--- config.mk ---
export PLATFORM = sky130hd
export DESIGN_NAME = periodic_irq_gen
export DESIGN_NICKNAME = d
export VERILOG_FILES = /design/src/rtl/periodic_irq_gen_pkg.sv /design/src/rtl/periodic_irq_gen_chan.sv /design/src/rtl/periodic_irq_gen.sv
export SDC_FILE = /design/constraint.sdc
export NUM_CORES = 1
export LEC_CHECK = 0
export ABC_AREA = 1
export ABC_CLOCK_PERIOD_IN_PS = 2300
export CORE_MARGIN = 4
export CORE_UTILIZATION = 56
export DETAILED_ROUTE_END_ITERATION = 10
export GPL_TIMING_DRIVEN = 1
export PLACE_DENSITY = 0.78
export SYNTH_ARGS = -nofsm -noshare
export SYNTH_HDL_FRONTEND = slang
export SYNTH_SLANG_ARGS = --single-unit
--- constraint.sdc ---
create_clock -name clk -period 2.3 [get_ports clk]
set_input_delay 0.345 -clock clk [delete_from_list [all_inputs] [get_ports clk]]
set_output_delay 0.345 -clock clk [all_outputs]
set_load 0.05 [all_outputs]
--- src/rtl/periodic_irq_gen_pkg.sv ---
// Shared definitions for the periodic interrupt generator:
// mode encodings and the channel-index width helper.
package periodic_irq_gen_pkg;

    localparam logic MODE_PULSE = 1'b0;
    localparam logic MODE_LEVEL = 1'b1;

    function automatic int ch_w(input int n);
        return (n > 1) ? $clog2(n) : 1;
    endfunction

endpackage

--- src/rtl/periodic_irq_gen_chan.sv ---
// One interrupt channel: period counter, pulse/level irq,
// optional rearm on ack and a saturating missed-event counter.
module periodic_irq_chan
    import periodic_irq_gen_pkg::*;
#(
    parameter int CNT_W  = 27,
    parameter int MISS_W = 8
) (
    input  logic              clk,
    input  logic              srst,
    input  logic              wr_i,
    input  logic [CNT_W-1:0]  period_i,
    input  logic              en_i,
    input  logic              level_i,
    input  logic              rearm_i,
    input  logic              ack_i,
    output logic              irq_d_o,
    output logic              irq_o,
    output logic [MISS_W-1:0] miss_o
);

    logic [CNT_W-1:0]  period_q, period_d;
    logic              en_q, en_d;
    logic              level_q, level_d;
    logic              rearm_q, rearm_d;
    logic [CNT_W-1:0]  cnt_q, cnt_d;
    logic              irq_q, irq_d;
    logic [MISS_W-1:0] miss_q, miss_d;
    logic              active;
    logic              fire;

    assign active = en_q && (period_q != '0);
    assign fire   = active && (cnt_q == period_q - CNT_W'(1));

    always_comb begin
        period_d = period_q;
        en_d     = en_q;
        level_d  = level_q;
        rearm_d  = rearm_q;
        cnt_d    = cnt_q;
        irq_d    = irq_q;
        miss_d   = miss_q;
        if (!active) begin
            cnt_d = '0;
            irq_d = 1'b0;
        end else begin
            cnt_d = fire ? '0 : cnt_q + CNT_W'(1);
            if (level_q == MODE_PULSE) begin
                irq_d = fire;
            end else begin
                if (rearm_q && ack_i && irq_q)
                    cnt_d = '0;
                // A fire overrides a same-cycle ack and is not a miss
                if (fire) begin
                    irq_d = 1'b1;
                    if (irq_q && !ack_i && (miss_q != '1))
                        miss_d = miss_q + MISS_W'(1);
                end else if (ack_i) begin
                    irq_d = 1'b0;
                end
            end
        end
        if (wr_i) begin
            period_d = period_i;
            en_d     = en_i;
            level_d  = level_i;
            rearm_d  = rearm_i;
            cnt_d    = '0;
            irq_d    = 1'b0;
            miss_d   = '0;
        end
    end

    always_ff @(posedge clk) begin
        if (srst) begin
            period_q <= '0;
            en_q     <= 1'b0;
            level_q  <= MODE_PULSE;
            rearm_q  <= 1'b0;
            cnt_q    <= '0;
            irq_q    <= 1'b0;
            miss_q   <= '0;
        end else begin
            period_q <= period_d;
            en_q     <= en_d;
            level_q  <= level_d;
            rearm_q  <= rearm_d;
            cnt_q    <= cnt_d;
            irq_q    <= irq_d;
            miss_q   <= miss_d;
        end
    end

    assign irq_d_o = irq_d;
    assign irq_o   = irq_q;
    assign miss_o  = miss_q;

endmodule

--- src/rtl/periodic_irq_gen.sv ---
// Multi-channel periodic interrupt generator: write decode,
// per-channel instances and the registered irq_any reduction.
module periodic_irq_gen
    import periodic_irq_gen_pkg::*;
#(
    parameter int NUM_CH = 4,
    parameter int CNT_W  = 27,
    parameter int MISS_W = 8,
    localparam int CH_W  = ch_w(NUM_CH)
) (
    input  logic                     clk,
    input  logic                     srst,
    input  logic                     cfg_we,
    input  logic [CH_W-1:0]          cfg_ch,
    input  logic [CNT_W-1:0]         cfg_period,
    input  logic                     cfg_en,
    input  logic                     cfg_level,
    input  logic                     cfg_rearm,
    input  logic [NUM_CH-1:0]        ack,
    output logic [NUM_CH-1:0]        irq,
    output logic                     irq_any,
    output logic [NUM_CH*MISS_W-1:0] miss_cnt
);

    logic [NUM_CH-1:0] irq_next;
    logic              irq_any_q;

    // Out-of-range channel indices match no instance and are dropped
    for (genvar g = 0; g < NUM_CH; g++) begin : g_ch
        logic wr;
        assign wr = cfg_we && (cfg_ch == CH_W'(g));

        periodic_irq_chan #(
            .CNT_W  (CNT_W),
            .MISS_W (MISS_W)
        ) u_chan (
            .clk      (clk),
            .srst     (srst),
            .wr_i     (wr),
            .period_i (cfg_period),
            .en_i     (cfg_en),
            .level_i  (cfg_level),
            .rearm_i  (cfg_rearm),
            .ack_i    (ack[g]),
            .irq_d_o  (irq_next[g]),
            .irq_o    (irq[g]),
            .miss_o   (miss_cnt[g*MISS_W +: MISS_W])
        );
    end

    always_ff @(posedge clk) begin
        if (srst)
            irq_any_q <= 1'b0;
        else
            irq_any_q <= |irq_next;
    end

    assign irq_any = irq_any_q;

endmodule

; ---- Word-level counts from Yosys, hierarchy flattened
; Index checks and enable logic that the tools add are counted.
[op_classes]
eq_ne = 11
n_reduce_logical = 50
addsub = 12
n_bitwise = 4
mux = 32
[op_table]
columns = op, count
row1 = 27-bit two-way mux, 12
row2 = 27-bit by 1-bit adder with 27-bit output (second input constant), 4
row3 = 27-bit equality test, 4
row4 = 27-bit nonzero test, 4
row5 = 27-bit by 1-bit subtractor with 27-bit output (second input constant), 4
row6 = 8-bit by 1-bit adder with 8-bit output (second input constant), 4
row7 = 8-bit != test (second input constant), 4
row8 = 1-bit logical AND, 28
row9 = 1-bit two-way mux, 20
row10 = 4-bit AND reduction, 4
row11 = 3-bit OR reduction, 4
row12 = 2-bit OR reduction, 4
row13 = 2-bit equality test (second input constant), 2
row14 = 1-bit logical NOT, 4
row15 = 1-bit inverter, 4
row16 = 4-bit OR reduction, 1
row17 = 2-bit by 1-bit equality test with 1-bit output (second input constant), 1
row18 = 2-bit logical NOT, 1
[totals]
in_bits = 39
wordCells = 138
reg_bits = 265
out_inout_bits = 37

; ---- Depth between registers and ports, before layout
; Gate-level depths: netlist of run 1.
[logic_depth]
word_depth = 8
ltp_mapped = 20
mapped_depth_nobuf = 20

; ---- By module
; From an unflattened synthesis of run 1, not the netlist that was laid out.
[hier_totals]
hier_cells = 2695
hier_area_um2 = 17319.1
[by_module_without_submodules]
columns = module, area_each_um2, seq_area_each_um2, cells_per_inst, instances
row1 = periodic_irq_chan at g_ch[0].u_chan ..., 4307.9, 1321.3, 670, 3
row2 = periodic_irq_chan at g_ch[3].u_chan, 4326.6, 1321.3, 674, 1
row3 = periodic_irq_gen, 68.8, 20.0, 11, 1

; ---- Worst setup path before layout of run 1
; No wires, ideal clock.
[synth_timing]
path_kind = register to register
start = register g_ch[3].u_chan.period_q[0]
end = register g_ch[3].u_chan.cnt_q[16]
setup_time_ns = 0.121
path_buffers = 1
arrival_ns = 2.073
required_ns = 2.179
slack_ns = 0.106
stages_incl_launch_ff = 15
synth_period_minus_slack_ns = 2.194
path_cell_list = dfxtp_1 inv_1 ha_1 nand3_2 nor2_4 nand2_1 xor2_1 o21ai_0 nor2_2 nand3b_4 nor2_8 inv_4 nand3_4 buf_12 nor2_4
[synth_between]
elab_chain_cells = 6
elab_cells_between_ends = 10
classes_between = add/sub: 1 / eq/ne: 1 / mux: 3 / bitwise: 1 / reduce/logical: 4
[synth_rtl]
columns = element, line_no
row1 = from (decl), periodic_irq_gen_chan.sv:22  ; logic [CNT_W-1:0] period_q, period_d;
row2 = from (signal assigned), periodic_irq_gen_chan.sv:84  ; period_q <= period_d;
row3 = 27-bit by 1-bit subtractor with 27-bit output / 27-bit nonzero test (equally long branches), "periodic_irq_gen_chan.sv:33, periodic_irq_gen_chan.sv:32"
row4 = 27-bit equality test / 1-bit logical AND (equally long branches), "periodic_irq_gen_chan.sv:33, periodic_irq_gen_chan.sv:32"
row5 = 1-bit logical AND, periodic_irq_gen_chan.sv:33  ; assign fire = active && (cnt_q == period_q - CNT_W'(1));
row6 = 27-bit two-way mux, periodic_irq_gen_chan.sv:47  ; cnt_d = fire ? '0 : cnt_q + CNT_W'(1);
row7 = 27-bit two-way mux, periodic_irq_gen_chan.sv:51  ; if (rearm_q && ack_i && irq_q)
row8 = 27-bit two-way mux, periodic_irq_gen_chan.sv:48  ; if (level_q == MODE_PULSE) begin
row9 = to (signal assigned), periodic_irq_gen_chan.sv:88  ; cnt_q <= cnt_d;
row10 = to (decl), periodic_irq_gen_chan.sv:26  ; logic [CNT_W-1:0] cnt_q, cnt_d;
; Several ways; a longest one is shown, not always the timed one.
; A chain may end at the register's enable or synchronous reset.

; ---- Worst setup path in the final report of run 1
[layout_timing]
start = register g_ch[1].u_chan.period_q[1]
end = register g_ch[1].u_chan.miss_q[5]
[layout_between]
elab_chain_cells = 4
elab_cells_between_ends = 6
classes_between = add/sub: 1 / eq/ne: 1 / reduce/logical: 4
[layout_rtl]
columns = element, line_no
row1 = from (decl), periodic_irq_gen_chan.sv:22
row2 = from (signal assigned), periodic_irq_gen_chan.sv:84
row3 = 27-bit by 1-bit subtractor with 27-bit output / 27-bit nonzero test (equally long branches), "periodic_irq_gen_chan.sv:33, periodic_irq_gen_chan.sv:32"
row4 = 27-bit equality test / 1-bit logical AND (equally long branches), "periodic_irq_gen_chan.sv:33, periodic_irq_gen_chan.sv:32"
row5 = 1-bit logical AND, periodic_irq_gen_chan.sv:33
row6 = 4-bit AND reduction (no line) *, n/a
row7 = to (signal assigned), periodic_irq_gen_chan.sv:90  ; miss_q <= miss_d;
row8 = to (decl), periodic_irq_gen_chan.sv:28  ; logic [MISS_W-1:0] miss_q, miss_d;
; Every way passes the cells marked *; elsewhere a longest branch is shown, timed or not.

==> summary.md, run 1 <==
| Metric | Value |
|---|---|
| Routed len/inst | `between 15 and 20 um` |
| CTS tree | `done` |
| CP startpoint kind | `flip-flop` |
| Clock Skews | `between 0.02 and 0.03 ns` |
| Clock sinks | `between 200 and 300` |
| IO Port Bufs | `between 70 and 80` |
| GRT Overall Usage | `28.6%` |
| Commonest non-fill, non-tap cells in the layout | `nand2_1, nor2_1, inv_1, dfxtp_1, xor2_1` |
| Die area | `between 0.03 and 0.04 sq mm` |
| Worst Hold Path Cells | `1` |
| Final Critical Period | `roughly 2.3 ns` |
| Synth Cell Area | `around 0.016 sq mm` |
| Detailed-route via count | `around 16000` |
| DR iter-0 viols | `~1300` |
| Worst-margin pin slew | `0.591 ns` |
| Drt pass-1 iters | `6` |
| Achievable Freq | `about 430 MHz` |
| Share of cells above drive strength 1 | `21.3%` |
| Post-layout util | `72.5%` |
| Yosys warning total | `0` |
| Routability cong. | `between 0.9 and 1` |
| Register-to-Register Setup Slack | `-0.02 ns` |
| Inserted Diodes | `0` |
| Antenna viol nets, final | `0` |
| Cell Count, Final, Fillers Out | `slightly below 3000` |
| DR DRC count | `0` |
| Tcrit/Tclk final | `101%` |
| Worst r2r path cells | `14` |
| First-pass GRT wire length | `74700 um` |
| Clk buf depth | `3` |
| Clk Tree Root Cell | `clkbuf_16` |
| RSZ-0062 raised after global routing | `yes` |
| Peak VDD IR | `between 0.0006 and 0.0007 V` |
| CP Cell Sequence | `inv_2 > ha_4 > nand2_4 > nor2_4 > nand2_4 > nor2_8 > nand2_2 > a21oi_2 > nand2_1 > nor2_1 > nand2_2 > nor3_4 > nand4_1 > a21oi_1` |
| Grt total ovfl | `0` |
| Vias/cell | `roughly 5.4` |
| Reg2reg start | `g_ch[1].u_chan.period_q[1]$_SDFFE_PP0P_` |
| Synth Register Bits | `around 270` |
| CP arrival | `approximately 2.8 ns` |
| HP Class | `reg2reg` |
| Area growth, synth to finish | `26.0%` |
| Worst-path clk slew | `roughly 0.060 ns` |
| CP Class | `reg2reg` |
| Total CTS buffers | `29` |
| H-tree levels | `1` |
| Final Max Tran Viols | `0` |
| Num rows | `61` |
| Hold Startpoint | `g_ch[0].u_chan.cnt_q[0]$_SDFF_PP0_` |
| Crit path capture type | `flip-flop` |
| Worst-case hold path end point | `g_ch[0].u_chan.cnt_q[0]$_SDFF_PP0_` |
| WP data required | `around 2.8 ns` |
| Cts hold-fix bufs | `0` |
| Initial Utilization | `57.5%` |
| Min Hold Slack | `0.447 ns` |
| Final setup TNS | `-0.0988 ns` |
| Area of the multi-input gates | `roughly 0.011 sq mm` |
| Setup Viol. Count Final | `8` |
| Die Width | `178 um` |
| Synthesized Nets | `between 2000 and 2500` |
| Seq/Total Area, Yosys | `roughly a third` |
| Crit Path Max Fanout | `5` |
| Failing checks | `setup timing` |
| Worst path slowest cell | `dfxtp_2` |
| Nets@finish | `between 2000 and 3000` |
| Clock Latency Late Sink | `between 0.5 and 0.6 ns` |
| Num ports | `76` |
| Core Box Area | `0.0282 sq mm` |
| Worst rel slew slack | `between 60% and 70%` |
| Register area | `around 0.0054 sq mm` |
| Max-cap violation count | `0` |
| Power per cell area | `613 mW/mm^2` |
| CP peak stage delay | `about 0.32 ns` |
| Post-synthesis cell type count | `56` |
| Maximum number of pins on one net before global-route repair | `90` |
| Run status | `finished, violations left` |
| Syn Area/Cell | `approximately 7 sq um` |
| Vias in the first global route | `15100` |
| Detail Placement HPWL | `about 35000 um` |
| Pre-CTS WS | `-0.184 ns` |
| Cell leakage power | `8.65 nW` |
| Cells after Synth | `~2400` |
| Most common cell after layout, fill and taps aside | `nand2_1` |
| Post-Route WL | `around 48000 um` |
| Setup ws final | `-0.0223 ns` |
| FF-to-FF End | `g_ch[1].u_chan.miss_o[5]$_SDFFE_PP0P_` |
| Placed cells | `between 2000 and 3000` |
| Fill count | `between 2000 and 2500` |
| Die H | `around 180 um` |
| Final Hold Viols | `0` |
| Initial antenna violation count | `1` |
-- sequential cells by signal (all words and copies together) (netlist names) --
register / cells
g_ch.u_chan.cnt_q: 108
g_ch.u_chan.period_q: 108
g_ch.u_chan.miss_o: 32
g_ch.u_chan.en_q: 4
g_ch.u_chan.irq_o: 4
g_ch.u_chan.level_q: 4
g_ch.u_chan.rearm_q: 4
irq_any: 1
-- how the worst max path moves through the flow --
stage                                                         from                               endpoint  cells after the start
after floorplan            g_ch[3].u_chan.period_q[0]$_SDFFE_PP0P_    g_ch[3].u_chan.cnt_q[16]$_SDFF_PP0_                     14
after global placement     g_ch[2].u_chan.period_q[1]$_SDFFE_PP0P_  g_ch[2].u_chan.miss_o[4]$_SDFFE_PP0P_                     17
after detailed placement   g_ch[0].u_chan.period_q[0]$_SDFFE_PP0P_    g_ch[0].u_chan.cnt_q[10]$_SDFF_PP0_                     14
after CTS                  g_ch[1].u_chan.period_q[4]$_SDFFE_PP0P_  g_ch[1].u_chan.miss_o[5]$_SDFFE_PP0P_                     13
after global routing      g_ch[3].u_chan.period_q[10]$_SDFFE_PP0P_     g_ch[3].u_chan.cnt_q[1]$_SDFF_PP0_                     13
final                      g_ch[1].u_chan.period_q[1]$_SDFFE_PP0P_  g_ch[1].u_chan.miss_o[5]$_SDFFE_PP0P_                     14
-- cells in the mapped netlist, drive strengths merged --
master	number	area, sq um
a21o	2	15.0
a21oi	119	596
a22oi	1	7.51
a31oi	3	18.8
a41oi	1	8.76
and2	2	12.5
and3	6	37.5
buf	13	128
clkbuf	38	143
clkinv	3	11.3
dfxtp	265	5310
ha	16	200
inv	253	952
nand2	460	1790
nand2b	1	6.26
nand3	152	811
nand3b	19	159
nand4	74	493
nor2	492	2220
nor2b	1	6.26
nor3	57	320
nor3b	9	72.6
nor4	8	56.3
o21ai	129	649
o21bai	5	37.5
o22ai	4	25.0
o311ai	1	26.3
or2	9	56.3
or3	1	6.26
xnor2	73	647
xor2	156	1380
-- stage by stage --
| stage | power (mW) | instance area, sq um |
|---|---|---|
| floorplan | 6.58 | 16200 |
| global placement | 7.26 | 18100 |
| detailed placement | 7.31 | 18100 |
| CTS | 12.1 | 19200 |
| global route | 13.1 | 20400 |
| finish | 12.5 | 20400 |
-- critical path, delay by kind of cell (launching register included) --
| family | cells | cell delay (ns) |
|---|---|---|
| flip-flops | 1 | 0.32 |
| AND/OR/NAND/NOR | 10 | 1.37 |
| AO/OA/AOI/OAI | 2 | 0.29 |
| buffers and inverters | 1 | 0.08 |
| adder cells (fa/ha/maj) | 1 | 0.15 |
-- cell type report --
type,instances,area share (%)
clock buffers,42,4.09
well taps,378,2.32
inverters,256,4.73
clock inverters,10,0.699
flip-flops and latches,265,26.2
multi-input cells,1804,51.8
repair buffers,228,10.1
-- cells by family (layout without fill, tap and decap cells) --
logic type | after synthesis | after routing | synth area share (%)
AOI/OAI and AO/OA | 265 | 265 | 8.54
xor gates and xnor gates | 229 | 229 | 12.5
and+or+nand+nor | 1291 | 1294 | 37.3
buffers and inverters | 307 | 536 | 7.62
adders and majority gates | 16 | 16 | 1.24
DFF | 265 | 265 | 32.8
-- where the power goes --
part           leakage (nW)  internal (mW)  switching (mW)
clock                 0.481           2.85            1.93
combinational          6.00           1.15            1.74
sequential             2.16           4.70           0.142
-- routing by layer --
metal  wire length [um]  up-vias  global-route usage [%]
li1                   -     8033                       -
met1              20900     7500                    38.5
met2              21800      531                    46.0
met3               3120      116                    4.71
met4               2010        2                    11.1
met5                 13        -                       0
-- timing repair --
item	in CTS	in global routing
resized for setup	32	257
setup buffers	4	33
gates cloned	3	3
pin swaps	12	117
endpoints found under the setup margin	110	145
(Power assumes the default switching activity.)
==> run 2, diff against run 1 <==
--- a/config.mk
+++ b/config.mk
@@ -6,8 +6,8 @@
 export NUM_CORES = 1
 export LEC_CHECK = 0
 export ABC_AREA = 1
-export ABC_CLOCK_PERIOD_IN_PS = 2300
-export CORE_MARGIN = 4
+export ABC_CLOCK_PERIOD_IN_PS = 2000
+export CORE_MARGIN = 1.5
 export CORE_UTILIZATION = 56
 export DETAILED_ROUTE_END_ITERATION = 10
 export GPL_TIMING_DRIVEN = 1
==> constraint.sdc (replaced) <==
create_clock -name clk -period 2 [get_ports clk]
set_input_delay 0.3 -clock clk [delete_from_list [all_inputs] [get_ports clk]]
set_output_delay 0.3 -clock clk [all_outputs]
set_load 0.05 [all_outputs]
==> summary.md, run 2 (synthesis gave the netlist of run 1 again) <==
| Metric | Value |
|---|---|
| CP peak stage delay | `between 0.3 and 0.4 ns` |
| Area of the multi-input gates | `about 0.011 sq mm` |
| Run status | `finished, violations left` |
| Total CTS buffers | `29` |
| H-tree levels | `1` |
| Drt pass-1 iters | `6` |
| Final Hold Viols | `0` |
| Final Critical Period | `around 2.4 ns` |
| Register area | `approximately 0.0054 sq mm` |
| Share of cells above drive strength 1 | `between 30 and 40%` |
| Worst path slowest cell | `dfxtp_2` |
| Final setup TNS | `-45.33 ns` |
| CP endpoint | `g_ch[0].u_chan.miss_o[2]$_SDFFE_PP0P_` |
| Worst-margin pin slew | `0.580 ns` |
| Cell leakage power | `10.5 nW` |
| Pint | `10.6 mW` |
| P_sw | `just under 5 mW` |
| Clock network power share | `roughly 36%` |
| First-pass GRT wire length | `roughly 85000 um` |
| Power per cell area | `663 mW/mm^2` |
| Post-Route WL | `57300 um` |
| Max-cap violation count | `0` |
| Grt total ovfl | `0` |
| Post-layout util | `roughly 82%` |
| Logic pwr share | `between 20% and 30%` |
| Die Width | `around 170 um` |
| Worst rel slew slack | `61.2%` |
| Reg2reg start | `g_ch[0].u_chan.period_q[1]$_SDFFE_PP0P_` |
| Initial Utilization | `a little under three fifths` |
| GRT Overall Usage | `roughly a third` |
| Failing checks | `setup timing` |
| Tcrit/Tclk final | `122%` |
| Worst r2r path cells | `15` |
| CTS tree | `done` |
| RSZ-0062 raised after global routing | `yes` |
| Worst Hold Path Cells | `1` |
| Worst-path clk slew | `~0.06 ns` |
| HP Class | `reg2reg` |
| DR iter-0 viols | `between 1500 and 2000` |
| CP arrival | `approximately 2.9 ns` |
| Antenna viol nets, final | `0` |
| Switch share | `between 30% and 40%` |
| IO Port Bufs | `75` |
| Crit Path Max Fanout | `5` |
| Final Max Tran Viols | `0` |
| Clock Latency Late Sink | `about 0.58 ns` |
| Clock Skews | `0.0290 ns` |
| Vias/cell | `about 5.6` |
| Cell Area, Placed | `slightly above 0.02 sq mm` |
| FF-to-FF End | `g_ch[0].u_chan.miss_o[2]$_SDFFE_PP0P_` |
| Setup Viol. Count Final | `about 150` |
| DR DRC count | `0` |
| CP Class | `reg2reg` |
| CP startpoint | `g_ch[0].u_chan.period_q[1]$_SDFFE_PP0P_` |
| Fill count | `between 1500 and 2000` |
| Most common cell after layout, fill and taps aside | `buf_4` |
| Sequential fraction of design power | `36.0%` |
| Pre-CTS WS | `-0.387 ns` |
| WP data required | `2.44 ns` |
| Num ports | `between 70 and 80` |
| Vias in the first global route | `about 17000` |
| Detailed-route via count | `roughly 18000` |
| CP Cell Sequence | `inv_4 > buf_4 > nand3_4 > nor2_4 > buf_6 > nand2_4 > xor2_2 > nand2_1 > nor2_2 > nand4_1 > nor2_4 > buf_6 > nand3_4 > o21ai_2 > a21oi_2` |
| Initial antenna violation count | `1` |
| Clk Tree Root Cell | `clkbuf_16` |
| Setup ws final | `-0.431 ns` |
| Num rows | `62` |
| Fin area | `0.0233 sq mm` |
| Clock sinks | `approximately 270` |
| Die H | `~170 um` |
| Core Box Area | `0.0285 sq mm` |
| Clk buf depth | `3` |
| Routed len/inst | `17.4 um` |
| Inserted Diodes | `0` |
| Crit path capture type | `flip-flop` |
| Register-to-Register Setup Slack | `-0.43 ns` |
| Die area | `about 0.030 sq mm` |
| Peak VDD IR | `roughly 0.00077 V` |
| Commonest non-fill, non-tap cells in the layout | `buf_4, nand2_1, nor2_1, inv_1, dfxtp_1` |
| Nets@finish | `a little under 3000` |
| Routability cong. | `between 0.9 and 1` |
| Achievable Freq | `around 410 MHz` |
| Detail Placement HPWL | `approximately 38000 um` |
| Maximum number of pins on one net before global-route repair | `60` |
| Area growth, synth to finish | `44.1%` |
| CP startpoint kind | `flip-flop` |
==> run 2: routing by layer <==
layer,track usage (%),vias to the layer above,routed length [um]
met5,0,-,13
met3,5.19,236,4400
met4,14.9,2,3100
met2,59.1,899,27200
met1,43.4,8628,22600
li1,-,8639,-
==> run 2: area by class of cell <==
type,count,area share (%)
clock inverters,13,0.767
repair buffers,528,18.8
flip-flops and latches,265,23.0
well taps,384,2.06
multi-input cells,1805,47.7
clock buffers,39,3.44
inverters,256,4.25
==> run 2: power groups by stage <==
| stage | Clock (mW) | Combinational [mW] | Sequential, mW |
|---|---|---|---|
| after floorplan | 0 | 1.98 | 5.62 |
| after global placement | 0 | 3.29 | 5.65 |
| after detailed placement | 0 | 3.36 | 5.65 |
| after CTS | 5.62 | 3.72 | 5.55 |
| after global routing | 5.83 | 4.60 | 5.58 |
| final | 5.61 | 4.29 | 5.57 |
==> run 2: how the worst min path moves through the flow <==
| stage | endpoint | slack (ns) | start |
|---|---|---|---|
| 2_1_floorplan | g_ch[3].u_chan.rearm_q$_SDFFE_PP0P_ | 0.42 | g_ch[3].u_chan.rearm_q$_SDFFE_PP0P_ |
| 3_3_place_gp | g_ch[3].u_chan.rearm_q$_SDFFE_PP0P_ | 0.44 | g_ch[3].u_chan.rearm_q$_SDFFE_PP0P_ |
| 3_5_place_dp | g_ch[3].u_chan.rearm_q$_SDFFE_PP0P_ | 0.46 | g_ch[3].u_chan.rearm_q$_SDFFE_PP0P_ |
| 4_1_cts | g_ch[3].u_chan.cnt_q[0]$_SDFF_PP0_ | 0.46 | g_ch[3].u_chan.cnt_q[0]$_SDFF_PP0_ |
| 5_1_grt | g_ch[3].u_chan.cnt_q[0]$_SDFF_PP0_ | 0.46 | g_ch[3].u_chan.cnt_q[0]$_SDFF_PP0_ |
| 6_report | g_ch[3].u_chan.cnt_q[0]$_SDFF_PP0_ | 0.46 | g_ch[3].u_chan.cnt_q[0]$_SDFF_PP0_ |
==> run 2: repair_timing <==
action | 4_1_cts | 5_1_grt
resized for setup | 242 | 253
endpoints found under the setup margin | 181 | 145
setup buffers | 36 | 28
hold buffers | 0 | 0
pin swaps | 107 | 124
cloned | 7 | 1
==> run 2: worst max-delay path, delay by kind of cell (launching register included) <==
| kind | cells | cell delay [ns] |
|---|---|---|
| simple gates | 8 | 1.08 |
| buf+inv | 4 | 0.50 |
| xor+xnor | 1 | 0.16 |
| flops | 1 | 0.33 |
| compound gates | 2 | 0.22 |
==> run 2: stage by stage <==
stage / power (mW) / cells / hold WS [ns]
2_1_floorplan: 7.60 / 2373 / 0.424
3_3_place_gp: 8.93 / 3172 / 0.443
3_5_place_dp: 9.01 / 3172 / 0.460
4_1_cts: 14.9 / 3265 / 0.461
5_1_grt: 16.0 / 3290 / 0.464
6_report: 15.5 / 3290 / 0.459
==> variant (config.mk and constraints of run 1) <==
Register the inputs `cfg_we`, `cfg_ch`, `cfg_period`, `cfg_en`, `cfg_level` and `cfg_rearm` before use. The logic sees them one clock later. The other inputs are not delayed to match.
--- a/src/rtl/periodic_irq_gen.sv
+++ b/src/rtl/periodic_irq_gen.sv
@@ -22,13 +22,29 @@
     output logic [NUM_CH*MISS_W-1:0] miss_cnt
 );
 
+    logic cfg_we_q;
+    logic [CH_W-1:0] cfg_ch_q;
+    logic [CNT_W-1:0] cfg_period_q;
+    logic cfg_en_q;
+    logic cfg_level_q;
+    logic cfg_rearm_q;
+
+    always_ff @(posedge clk) begin
+        cfg_we_q     <= cfg_we;
+        cfg_ch_q     <= cfg_ch;
+        cfg_period_q <= cfg_period;
+        cfg_en_q     <= cfg_en;
+        cfg_level_q  <= cfg_level;
+        cfg_rearm_q  <= cfg_rearm;
+    end
+
     logic [NUM_CH-1:0] irq_next;
     logic              irq_any_q;
 
     // Out-of-range channel indices match no instance and are dropped
     for (genvar g = 0; g < NUM_CH; g++) begin : g_ch
         logic wr;
-        assign wr = cfg_we && (cfg_ch == CH_W'(g));
+        assign wr = cfg_we_q && (cfg_ch_q == CH_W'(g));
 
         periodic_irq_chan #(
             .CNT_W  (CNT_W),
@@ -37,10 +53,10 @@
             .clk      (clk),
             .srst     (srst),
             .wr_i     (wr),
-            .period_i (cfg_period),
-            .en_i     (cfg_en),
-            .level_i  (cfg_level),
-            .rearm_i  (cfg_rearm),
+            .period_i (cfg_period_q),
+            .en_i     (cfg_en_q),
+            .level_i  (cfg_level_q),
+            .rearm_i  (cfg_rearm_q),
             .ack_i    (ack[g]),
             .irq_d_o  (irq_next[g]),
             .irq_o    (irq[g]),
Formal check against the unedited RTL: not equivalent (a bounded check fails within 4 cycles, from zero or initial values and one cycle with srst high).
==> variant against run 1 <==
The run still ends with setup timing left; clock skew fell by 14 ps; power rose by 6.8%; final cell count rose by 2.6%; routed wire length rose by 1.6%; synthesized cell count rose by 4.2%; first-iteration DRC count rose by 2.2%; setup slack got worse by 12 ps; cell area rose by 2.9%; sequential cell count rose by 33; area after synthesis rose by 3.4%; worst hold slack got worse by 250 ps; critical path type unchanged; highest routed layer is now met4; count of clock-buffer cells in the layout fell by 1; non-clock buffer count fell by 38; largest cell class unchanged.
==> variant: results (changes against run 1) <==
metric,value,unit,change
clk buf depth,3,,unchanged
commonest cells in the netlist,"486 x nor2_1, 474 x nand2_1, 298 x dfxtp_1",,"was 440 x nand2_1, 415 x nor2_1, 265 x dfxtp_1"
fraction of registers with async set/reset,0,%,unchanged
largest net degree at the start of global routing,65,,was 90
vias in the first global route,15300,,was 15100
clock skew,12.4,ps,was 26.0 ps
Netlist cell types,48,,was 56
CP max stage cell,dfxtp_1,,was dfxtp_2
DR pass1 iterations,5,,was 6
Root Buffer,clkbuf_16,,unchanged
Cells after Synth,2473,,was 2373
initial antenna violation count,0,,was 1
Final setup viols,11,,was 8
FF-to-FF path depth,17,,was 14
Nets,2701,,was 2639
CP arrival,2820,ps,was 2800 ps
Peak VDD IR,835,uV,was 682 uV
failing checks,setup timing,,unchanged
post-DP HPWL,34300,um,was 35000 um
Hold Path Class,in -> reg,,was reg -> reg
initial DRC count,1319,,was 1291
main flop type after synthesis,dfxtp_1,,unchanged
critical path peak fanout,5,,unchanged
clk slew on worst S/H paths,60,ps,about the same
Synth area leaders,"dfxtp_1 36%, nor2_1 11%, nand2_1 11%",,"was dfxtp_1 33%, nand2_1 10%, nor2_1 9.6%"
# diodes,0,,unchanged
DP Area,18300,um2,was 18100 um2
Place WS,-62.2,ps,was -184 ps
crit path launch,g_ch[2].u_chan.period_q[1],,was g_ch[1].u_chan.period_q[1]
capture point of the worst reg-to-reg path,g_ch[2].u_chan.miss_o[2],,was g_ch[1].u_chan.miss_o[5]
GRT Util Overall,26.8,%,was 28.6%
status,"finished, violations left",,unchanged
H-tree depth,1,,unchanged
CP peak stage delay,320,ps,about the same
Leak,8.88,nW,was 8.65 nW
Vias/cell,5.44,,was 5.42
final setup margin,-33.9,ps,was -22.3 ps
Worst-Skew Late Latency,580,ps,
# placed instances,2953,,was 2888
Syn. warnings,0,,unchanged
Vias,16700,,was 16200
layout cells sized above 1,18.6,%,was 21.3%
DR WL/cell,15.9,um,was 16.0 um
Setup TNS,-119,ps,was -98.8 ps
post-synthesis sequential area ratio,35.6,%,was 32.8%
Port Buffers,75,,unchanged
first-pass GRT wire length,74300,um,was 74700 um
GP Congestion,0.951,,was 0.987
CTS buffer count,31,,was 29
syn_nets,2528,,was 2428
worst slew pin tran,668,ps,was 591 ps
-- variant: logic make-up after synthesis --
kind of cell / after synthesis / share of synthesized area (%)
xor gates and xnor gates: 195 / 10.2
DFF: 298 / 35.6
and+or+nand+nor: 1349 / 36.4
adders and majority gates: 16 / 1.20
buffers and inverters: 346 / 8.13
AOI/OAI and AO/OA: 269 / 8.42
-- variant: per-layer routing --
layer	track usage [%]	share of wire, %	vias to the layer above
met2	44.4	47	587
met4	9.89	4.1	0
met5	0	0	-
li1	-	-	8223
met1	36.5	43	7731
met3	2.74	5.6	109
-- variant: area by class of cell --
cell class	instances	area [um2]
clock buffer	41	873
clock inverter	17	240
fill	2372	8560
inverter	293	1100
multi-input combinational	1832	10500
sequential	298	6000
tap	390	488
timing repair buffer	190	1820
-- variant: what timing repair did --
action | CTS | global route
setup buffers | 6 | 34
resized for setup | 32 | 282
cloned | 1 | 9
setup endpoints to repair | 35 | 140
pin swaps | 15 | 101
-- variant: worst min-delay path by stage --
stage,start,endpoint,slack (ps),cells past startpoint
2_1_floorplan,cfg_ch[0],cfg_ch_q[0],370,0
3_3_place_gp,g_ch[3].u_chan.cnt_q[0],g_ch[3].u_chan.cnt_q[0],460,1
3_5_place_dp,g_ch[3].u_chan.rearm_q,g_ch[3].u_chan.rearm_q,470,2
4_1_cts,cfg_period[8],cfg_period_q[8],180,1
5_1_grt,cfg_period[4],cfg_period_q[4],190,1
6_report,cfg_period[4],cfg_period_q[4],200,1
-- variant: power breakdown --
group	internal, mW	switching (mW)
clock network	3.24	2.17
logic	0.943	1.48
registers	5.30	0.229
total	9.49	3.88
-- variant: stage by stage --
| stage | util, % | total power, mW |
|---|---|---|
| 2_1_floorplan | - | 7.11 |
| 3_3_place_gp | 61.9 | 7.68 |
| 6_report | 71.0 | 13.4 |
| 5_1_grt | 71.0 | 13.9 |
| 4_1_cts | 66.2 | 13.1 |
| 3_5_place_dp | 61.9 | 7.71 |
-- variant: critical path: cells and delay by family (launching register included) --
kind / cells / cell delay [ps]
compound gates: 1 / 130
buf+inv: 2 / 210
flops: 1 / 320
simple gates: 14 / 1580
